--- config.mk ---
export PLATFORM = sky130hd
export DESIGN_NAME = cim_weight_reader
export DESIGN_NICKNAME = d
export VERILOG_FILES = /design/src/rtl/cim_weight_reader.sv
export SDC_FILE = /design/constraint.sdc
export NUM_CORES = 2
export LEC_CHECK = 0
export ABC_AREA = 1
export CAP_MARGIN = 10
export CORE_MARGIN = 1.5
export CORE_UTILIZATION = 50
export CTS_BUF_LIST = sky130_fd_sc_hd__clkbuf_2 sky130_fd_sc_hd__clkbuf_4 sky130_fd_sc_hd__clkbuf_8
export DETAILED_ROUTE_END_ITERATION = 6
export MAX_ROUTING_LAYER = met4
export PLACE_DENSITY = 0.82
export SLEW_MARGIN = 0
export SYNTH_ARGS = -nofsm -noshare
export SYNTH_HDL_FRONTEND = slang
export SYNTH_SLANG_ARGS = --single-unit
--- constraint.sdc ---
create_clock -name clk -period 2.8 [get_ports clk]
set_input_delay 0.7 -clock clk [delete_from_list [all_inputs] [get_ports clk]]
set_output_delay 0.7 -clock clk [all_outputs]
set_load 0.05 [all_outputs]
--- src/rtl/cim_weight_reader.sv ---
// Read-back sequencer for the CIM weight store: sweeps a row range of one core with STDR
// reads and streams the captured rows, tagged with their row number, over valid/ready.
module cim_weight_reader #(
    parameter int ROW_W      = 6,
    parameter int CORE_W     = 3,
    parameter int DATA_W     = 288,
    parameter int RD_LAT     = 1,
    parameter int FIFO_DEPTH = 2
) (
    input  logic              clk,
    input  logic              rst,
    input  logic              start,
    input  logic [CORE_W-1:0] core_sel,
    input  logic [ROW_W-1:0]  row_start,
    input  logic [ROW_W:0]    row_count,
    input  logic              stdw_active,
    input  logic [DATA_W-1:0] weight_out,
    output logic [CORE_W-1:0] STD_Core_A,
    output logic              STDR,
    output logic [ROW_W-1:0]  STD_row_A,
    output logic              rd_valid,
    input  logic              rd_ready,
    output logic [DATA_W-1:0] rd_data,
    output logic [ROW_W-1:0]  rd_row,
    output logic              busy,
    output logic              done
);
    // RD_LAT spare slots absorb the reads still landing after the consumer stalls, so the
    // issue credit can count FIFO space freed by this cycle's pop and still stream at 1 row/cycle.
    localparam int BUF_DEPTH = FIFO_DEPTH + RD_LAT;
    localparam int PTR_W     = (BUF_DEPTH > 1) ? $clog2(BUF_DEPTH) : 1;
    localparam int CNT_W     = $clog2(BUF_DEPTH + 1);
    localparam logic [ROW_W:0] MAX_ROWS = (ROW_W + 1)'(1 << ROW_W);

    localparam logic [1:0] S_IDLE  = 2'd0;
    localparam logic [1:0] S_RUN   = 2'd1;
    localparam logic [1:0] S_DRAIN = 2'd2;
    localparam logic [1:0] S_DONE  = 2'd3;

    logic [1:0]              state_q, state_d;
    logic [CORE_W-1:0]       core_q, core_d;
    logic [ROW_W-1:0]        row_a_q, row_a_d;
    logic [ROW_W-1:0]        next_row_q, next_row_d;
    logic [ROW_W:0]          remaining_q, remaining_d;
    logic                    stdr_q, stdr_d;
    logic                    done_q, done_d;
    logic [RD_LAT:1]         vld_pipe_q, vld_pipe_d;
    logic [RD_LAT:1][ROW_W-1:0] tag_pipe_q, tag_pipe_d;
    logic [DATA_W-1:0]       mem_q [BUF_DEPTH];
    logic [DATA_W-1:0]       mem_d [BUF_DEPTH];
    logic [ROW_W-1:0]        tag_mem_q [BUF_DEPTH];
    logic [ROW_W-1:0]        tag_mem_d [BUF_DEPTH];
    logic [PTR_W-1:0]        wr_ptr_q, wr_ptr_d, rd_ptr_q, rd_ptr_d;
    logic [CNT_W-1:0]        fifo_cnt_q, fifo_cnt_d;

    logic           push, pop, issue, idle_pipe;
    logic [ROW_W:0] clamped;
    int             pend;

    function automatic logic [PTR_W-1:0] ptr_inc(input logic [PTR_W-1:0] p);
        return (p == PTR_W'(BUF_DEPTH - 1)) ? '0 : p + PTR_W'(1);
    endfunction

    always_comb begin
        clamped = (row_count > MAX_ROWS) ? MAX_ROWS : row_count;
        push    = vld_pipe_q[RD_LAT];
        pop     = (fifo_cnt_q != '0) && rd_ready;
        // Reads whose data has not yet reached weight_out.
        pend    = int'(stdr_q);
        for (int k = 1; k < RD_LAT; k++) pend += int'(vld_pipe_q[k]);
        issue   = (state_q == S_RUN) && !stdw_active && (remaining_q != '0) &&
                  (pend + int'(fifo_cnt_q) < FIFO_DEPTH + int'(pop));
        idle_pipe = !stdr_q && (vld_pipe_q == '0);

        state_d     = state_q;
        core_d      = core_q;
        row_a_d     = row_a_q;
        next_row_d  = next_row_q;
        remaining_d = remaining_q;
        stdr_d      = issue;
        done_d      = 1'b0;

        if (issue) begin
            row_a_d     = next_row_q;
            next_row_d  = next_row_q + ROW_W'(1);
            remaining_d = remaining_q - (ROW_W + 1)'(1);
        end

        case (state_q)
            S_IDLE: if (start) begin
                core_d      = core_sel;
                next_row_d  = row_start;
                remaining_d = clamped;
                state_d     = (clamped == '0) ? S_DONE : S_RUN;
            end
            S_RUN:   if (issue && remaining_q == (ROW_W + 1)'(1)) state_d = S_DRAIN;
            S_DRAIN: if (idle_pipe && fifo_cnt_q == '0) state_d = S_DONE;
            default: begin
                state_d = S_IDLE;
                done_d  = 1'b1;
            end
        endcase

        vld_pipe_d    = vld_pipe_q;
        tag_pipe_d    = tag_pipe_q;
        vld_pipe_d[1] = stdr_q;
        tag_pipe_d[1] = row_a_q;
        for (int k = 2; k <= RD_LAT; k++) begin
            vld_pipe_d[k] = vld_pipe_q[k-1];
            tag_pipe_d[k] = tag_pipe_q[k-1];
        end

        mem_d      = mem_q;
        tag_mem_d  = tag_mem_q;
        wr_ptr_d   = wr_ptr_q;
        rd_ptr_d   = rd_ptr_q;
        fifo_cnt_d = fifo_cnt_q + CNT_W'(push) - CNT_W'(pop);
        if (push) begin
            mem_d[wr_ptr_q]     = weight_out;
            tag_mem_d[wr_ptr_q] = tag_pipe_q[RD_LAT];
            wr_ptr_d            = ptr_inc(wr_ptr_q);
        end
        if (pop) rd_ptr_d = ptr_inc(rd_ptr_q);
    end

    always_ff @(posedge clk) begin
        if (rst) begin
            state_q     <= S_IDLE;
            core_q      <= '0;
            row_a_q     <= '0;
            next_row_q  <= '0;
            remaining_q <= '0;
            stdr_q      <= 1'b0;
            done_q      <= 1'b0;
            vld_pipe_q  <= '0;
            tag_pipe_q  <= '0;
            wr_ptr_q    <= '0;
            rd_ptr_q    <= '0;
            fifo_cnt_q  <= '0;
            for (int i = 0; i < BUF_DEPTH; i++) begin
                mem_q[i]     <= '0;
                tag_mem_q[i] <= '0;
            end
        end else begin
            state_q     <= state_d;
            core_q      <= core_d;
            row_a_q     <= row_a_d;
            next_row_q  <= next_row_d;
            remaining_q <= remaining_d;
            stdr_q      <= stdr_d;
            done_q      <= done_d;
            vld_pipe_q  <= vld_pipe_d;
            tag_pipe_q  <= tag_pipe_d;
            wr_ptr_q    <= wr_ptr_d;
            rd_ptr_q    <= rd_ptr_d;
            fifo_cnt_q  <= fifo_cnt_d;
            mem_q       <= mem_d;
            tag_mem_q   <= tag_mem_d;
        end
    end

    // done is registered off the DONE state so it rises in the same cycle busy falls.
    assign STD_Core_A = core_q;
    assign STDR       = stdr_q;
    assign STD_row_A  = row_a_q;
    assign rd_valid   = (fifo_cnt_q != '0);
    assign rd_data    = mem_q[rd_ptr_q];
    assign rd_row     = tag_mem_q[rd_ptr_q];
    assign busy       = (state_q != S_IDLE);
    assign done       = done_q;
endmodule

==> After elaboration in Yosys (flattened, before gate mapping) <==
Cells that the tools add are included.
{ "totals": {"regBits": 921, "in_bits": 309, "out_inout_bits": 307, "wordCells": 88} }
{ "op_classes": {"n_addsub": 8, "magnitude_cmp": 5, "eq_ne": 8, "n_mux": 27, "bitwise_logic": 3, "reduce_logical": 19} }
{ "ops": {"columns": ["operator", "n"], "rows": [
  ["864-bit bitwise mux", 1],
  ["288-bit 2-to-1 mux", 3],
  ["288-bit binary-select mux with 2-bit select", 1],
  ["288-bit demux with 2-bit select", 1],
  ["6-bit 2-to-1 mux", 6],
  ["7-bit 2-to-1 mux", 4],
  ["18-bit bitwise mux", 1],
  ["6-bit binary-select mux with 2-bit select", 1],
  ["6-bit demux with 2-bit select", 1],
  ["2-bit 2-to-1 mux", 6],
  ["1-bit logical AND", 8],
  ["7-bit by 1-bit equality test with 1-bit output, second input constant", 1],
  ["7-bit > comparator, second input constant", 1],
  ["7-bit logical NOT", 1],
  ["7-bit nonzero test", 1],
  ["7-bit by 1-bit subtractor with 7-bit output, second input constant", 1],
  ["6-bit by 1-bit adder with 6-bit output, second input constant", 1],
  ["2-bit equality test, second input constant", 3],
  ["3-bit greater-or-equal comparator, second input constant", 2],
  ["2-bit NOT with 3-bit output", 2],
  ["2-bit one-hot mux with 3 select lines", 1],
  ["2-bit by 1-bit adder with 2-bit output, second input constant", 2],
  ["2-bit logical NOT", 2],
  ["2-bit inequality test, second input constant", 2],
  ["15 further kinds", 17]
]} }

==> Depth between registers and ports, before layout <==
{ "logic_depth": {"word_depth": 8, "ltp_mapped": 11} }

==> Least setup slack after synthesis <==
Ideal clock, no wire load.
{ "synth_timing": {"kind": "flip-flop to output port", "from": "register rd_ptr_q[0]", "to": "output rd_data[133]", "arrival_ns": 1.661, "required_time_ns": 2.100, "setup_slack_ns": 0.439, "stages_incl_launch_ff": 5, "path_buffers": 2, "path_cell_list": "dfxtp_1 nand2_1 clkbuf_1 clkbuf_1 o211ai_1"} }
{ "synth_between": {"elab_chain_len": 4} }
{ "synth_lines": {"columns": ["element", "line", "source"], "rows": [
  ["start: declaration", "53", "logic [PTR_W-1:0] wr_ptr_q, wr_ptr_d, rd_ptr_q, rd_ptr_d;"],
  ["start signal: assignment", "155", "rd_ptr_q <= rd_ptr_d;"],
  ["2-bit NOT with 3-bit output (not written as such)", "167", "assign rd_data = mem_q[rd_ptr_q];"],
  ["288-bit binary-select mux with 2-bit select", "167", null],
  ["288-bit 2-to-1 mux (not written as such) (2 in a row)", "167", null],
  ["end: declaration", "23", "output logic [DATA_W-1:0] rd_data,"]
]} }
No other way between the ends. The select of a mux whose other input is x is not followed.

==> Worst setup path in the final report <==
{ "layout_timing": {"from": "register rd_ptr_q[1]", "to": "output rd_data[135]"} }
Same word-level chain as after synthesis.

==> impl_metrics.tcl <==
set metrics [dict create \
    status "finished, violations left" \
    violations "setup timing" \
    area_growth_pct 40.9 \
    synth_seq_cells 921 \
    hpwl_mm 74.6 \
    grt_usage_pct 32.9 \
    hold_violations 0 \
    cts_buffer_depth 3 \
    synth-edff-count 0 \
    reg2reg_setup_slack_ns 0.47 \
    worst_hold_path.endpoint "tag_pipe_q[1]" \
    cp_data_required_time_ns 2.10 \
    die_w_um 276 \
    slowest_delay_ns 0.51 \
    worst_pin_slew_ns 1.00 \
    cp.depth 6 \
    drv_slew 0 \
    power_w 0.0373 \
    grt_pass1_vias 36200 \
    power_leakage_nw 20.7 \
    slew_headroom_pct 33.2 \
    syn_area_mm2 0.0371 \
    synthFlopType "dfxtp_1" \
    num-fill-cells 4965 \
    ir_drop_uv 631 \
    cts_tree "built" \
    wl_per_cell_um 19.4 \
    firstDrtPassIters 6 \
    path_cells "inv_6 > nand2_8 > buf_12 > buf_4 > o211ai_1 > buf_12" \
    switching_power_w 0.0121 \
    cp_top_family "buffers and inverters" \
    clock_latency_ns 0.81 \
    ctsRootBufferMaster "clkbuf_8" \
    layout-drive-gt1-share_pct 13.4 \
    cp-end-kind "output port" \
    fin_util_pct 71.5 \
    cts_num_sinks 921 \
    crit_slowest_cell "o211ai_1" \
    min_period_over_period_pct 114 \
    hold_class "register to register" \
    routabilityCongestion 0.897 \
    grt_pass1_wl_mm 194 \
    io_pins 616 \
    p_comb_share_pct 29.2 \
    grt_antenna_before_repair 37 \
    coreArea_mm2 0.0732 \
    maxCapViolations 0 \
    worst_slack_ns -0.386 \
    path_class "register to output port" \
    overflow 0 \
    dieArea_mm2 0.0759 \
    initial_core_util_pct 50.7 \
    detail-route-antenna-nets 0 \
    crit_arrival_ns 2.49 \
    critPathMaxFanout 9 \
    min_delay_path_depth 2 \
    crit_start "rd_ptr_q[1]" \
    syn_inst 5072 \
    syn_avg_cell_area_um2 7.32 \
    pwr-share-seq_pct 37.2 \
    numCtsBuffers 149 \
    nNetsFinal 5932 \
    postSynth.asyncResetShare_pct 0 \
    viasPerCell 5.71 \
    min_from "STD_row_A[1]" \
    power_per_cell_area_mw_per_mm2 713 \
    grt_start_max_net_pins 158 \
    reg2reg_from "wr_ptr_q[1]" \
    final_cell_mix "nor2_1 (1,215), dfxtp_1 (919), o21ai_0 (901)" \
    htree_num_levels 4 \
    dieHeight_um 276 \
    fmax_mhz 314 \
    switching_share_pct 32.5 \
    clkPwrFrac_pct 33.6 \
    drtIter0Drc 3752 \
    num_vias 38400 \
    syn_nets 5393 \
    fin_crit_ns 3.19 \
    cp.buffers_inverters 4 \
    rsz0062_at_grt "yes" \
    post-route-cell-area_mm2 0.0523 \
    post_dp_cell_area_mm2 0.0471 \
    ys_warn_count 0 \
    worstReg2RegEnd "mem_q[25]" \
    fp-row-count 99 \
    final_common_cell "nor2_1" \
    routed_wl_mm 131 \
    worst_setup_path_start_kind "register" \
    synth-seq-area-share_pct 49.6 \
    drc 0 \
    finalSetupTns_ns -73.50 \
    synthDistinctLibCells 28 \
    path_clk_slew_ns 0.06 \
    port_buffers 615 \
    finClkSkew_ns 0.0481 \
    rr_worst_depth 6 \
    crit_path_frequent_cell "buf_12" \
    finalSetupViolCount 295 \
    intPower_w 0.0252 \
]
-- kinds of logic (layout without fill, tap and decap cells) --
group	count (synthesis)	in the layout	share of synthesized area (%)
simple gates	1880	1880	19.2
compound gates	1514	1514	22.5
flops	921	921	49.6
buf+inv	737	1385	8.09
fa+ha+maj	12	12	0.404
xor+xnor	8	8	0.189
other cells	0	46	0
-- flip-flops by register name, summed over array words and instances (netlist names) --
register / count
done: 1
wr_ptr_q: 2
fifo_cnt_q: 2
STD_row_A: 6
next_row_q: 6
state_q: 2
mem_q: 864
STD_Core_A: 3
rd_ptr_q: 2
STDR: 1
tag_pipe_q: 6
remaining_q: 7
tag_mem_q: 18
push: 1
-- repair_timing --
action | in CTS | in global routing
cloned | 18 | 16
pin swaps | 20 | 33
hold buffers | 0 | 0
setup endpoints to repair | 296 | 296
buffers inserted | 27 | 14
resized for setup | 74 | 104
-- stage by stage --
step / instances / setup WS (ns) / hold WS [ns]
after floorplan: 5072 / 0.439 / 0.430
after global placement: 6348 / 0.378 / 0.427
after detailed placement: 6348 / 0.367 / 0.439
after CTS: 6653 / -0.341 / 0.439
after global routing: 6716 / -0.438 / 0.461
final: 6725 / -0.386 / 0.435
-- synth_stat cells (2+ instances only) --
library cell,instances,share of area [%]
nand3_1,12,0.16
ha_1,12,0.40
nand4_1,6,0.10
nand2_1,636,6.4
nor2_2,2,0.034
buf_2,169,2.3
inv_2,4,0.040
buf_1,15,0.15
a2bb2oi_1,4,0.094
o211ai_1,297,6.0
nor2_4,3,0.091
a21oi_1,309,4.2
nor2_1,1217,12
xor2_1,7,0.17
buf_6,2,0.061
o21ai_0,901,12
buf_4,3,0.061
inv_1,339,3.4
dfxtp_1,921,50
clkbuf_1,205,2.1
-- worst max-delay path by stage --
stage,end
floorplan,rd_data[133]
global placement,rd_data[158]
detailed placement,rd_data[158]
CTS,rd_data[185]
global route,rd_data[70]
finish,rd_data[135]
-- layer usage --
metal	wire length, um	vias up	part of all wire [%]	track usage, %
li1	-	17700	-	-
met1	49100	18000	38	38.4
met2	60600	2182	46	51.3
met3	12600	513	9.6	7.46
met4	8410	0	6.4	20.8
met5	0	-	0	-
-- worst register-to-register path, stage by stage, from the launching register on --
cell and delay, ns:
dfxtp_1 0.45, nand2_1 0.14, nor2_4 0.43, inv_8 0.25
buf_4 0.69, nor2_1 0.18, nor2_1 0.07
-- power groups by stage --
stage | Clock [W] | Combinational [W] | Sequential [W]
after global placement | 0 | 0.00807 | 0.0141
after floorplan | 0 | 0.00425 | 0.0142
after CTS | 0.0126 | 0.00986 | 0.0139
final | 0.0126 | 0.0109 | 0.0139
after detailed placement | 0 | 0.00816 | 0.0141
after global routing | 0.0133 | 0.0113 | 0.0139
-- area by class of cell --
cell class,instances,area [um^2],area share (%)
sequential,921,18400,35.2
multi-input combinational,3414,15900,30.3
antenna,46,115,0.220
clock inverter,29,320,0.612
inverter,343,1320,2.51
tap,959,1200,2.29
timing repair buffer,782,12200,23.2
clock buffer,231,2930,5.60
(Power assumes the default switching activity.)
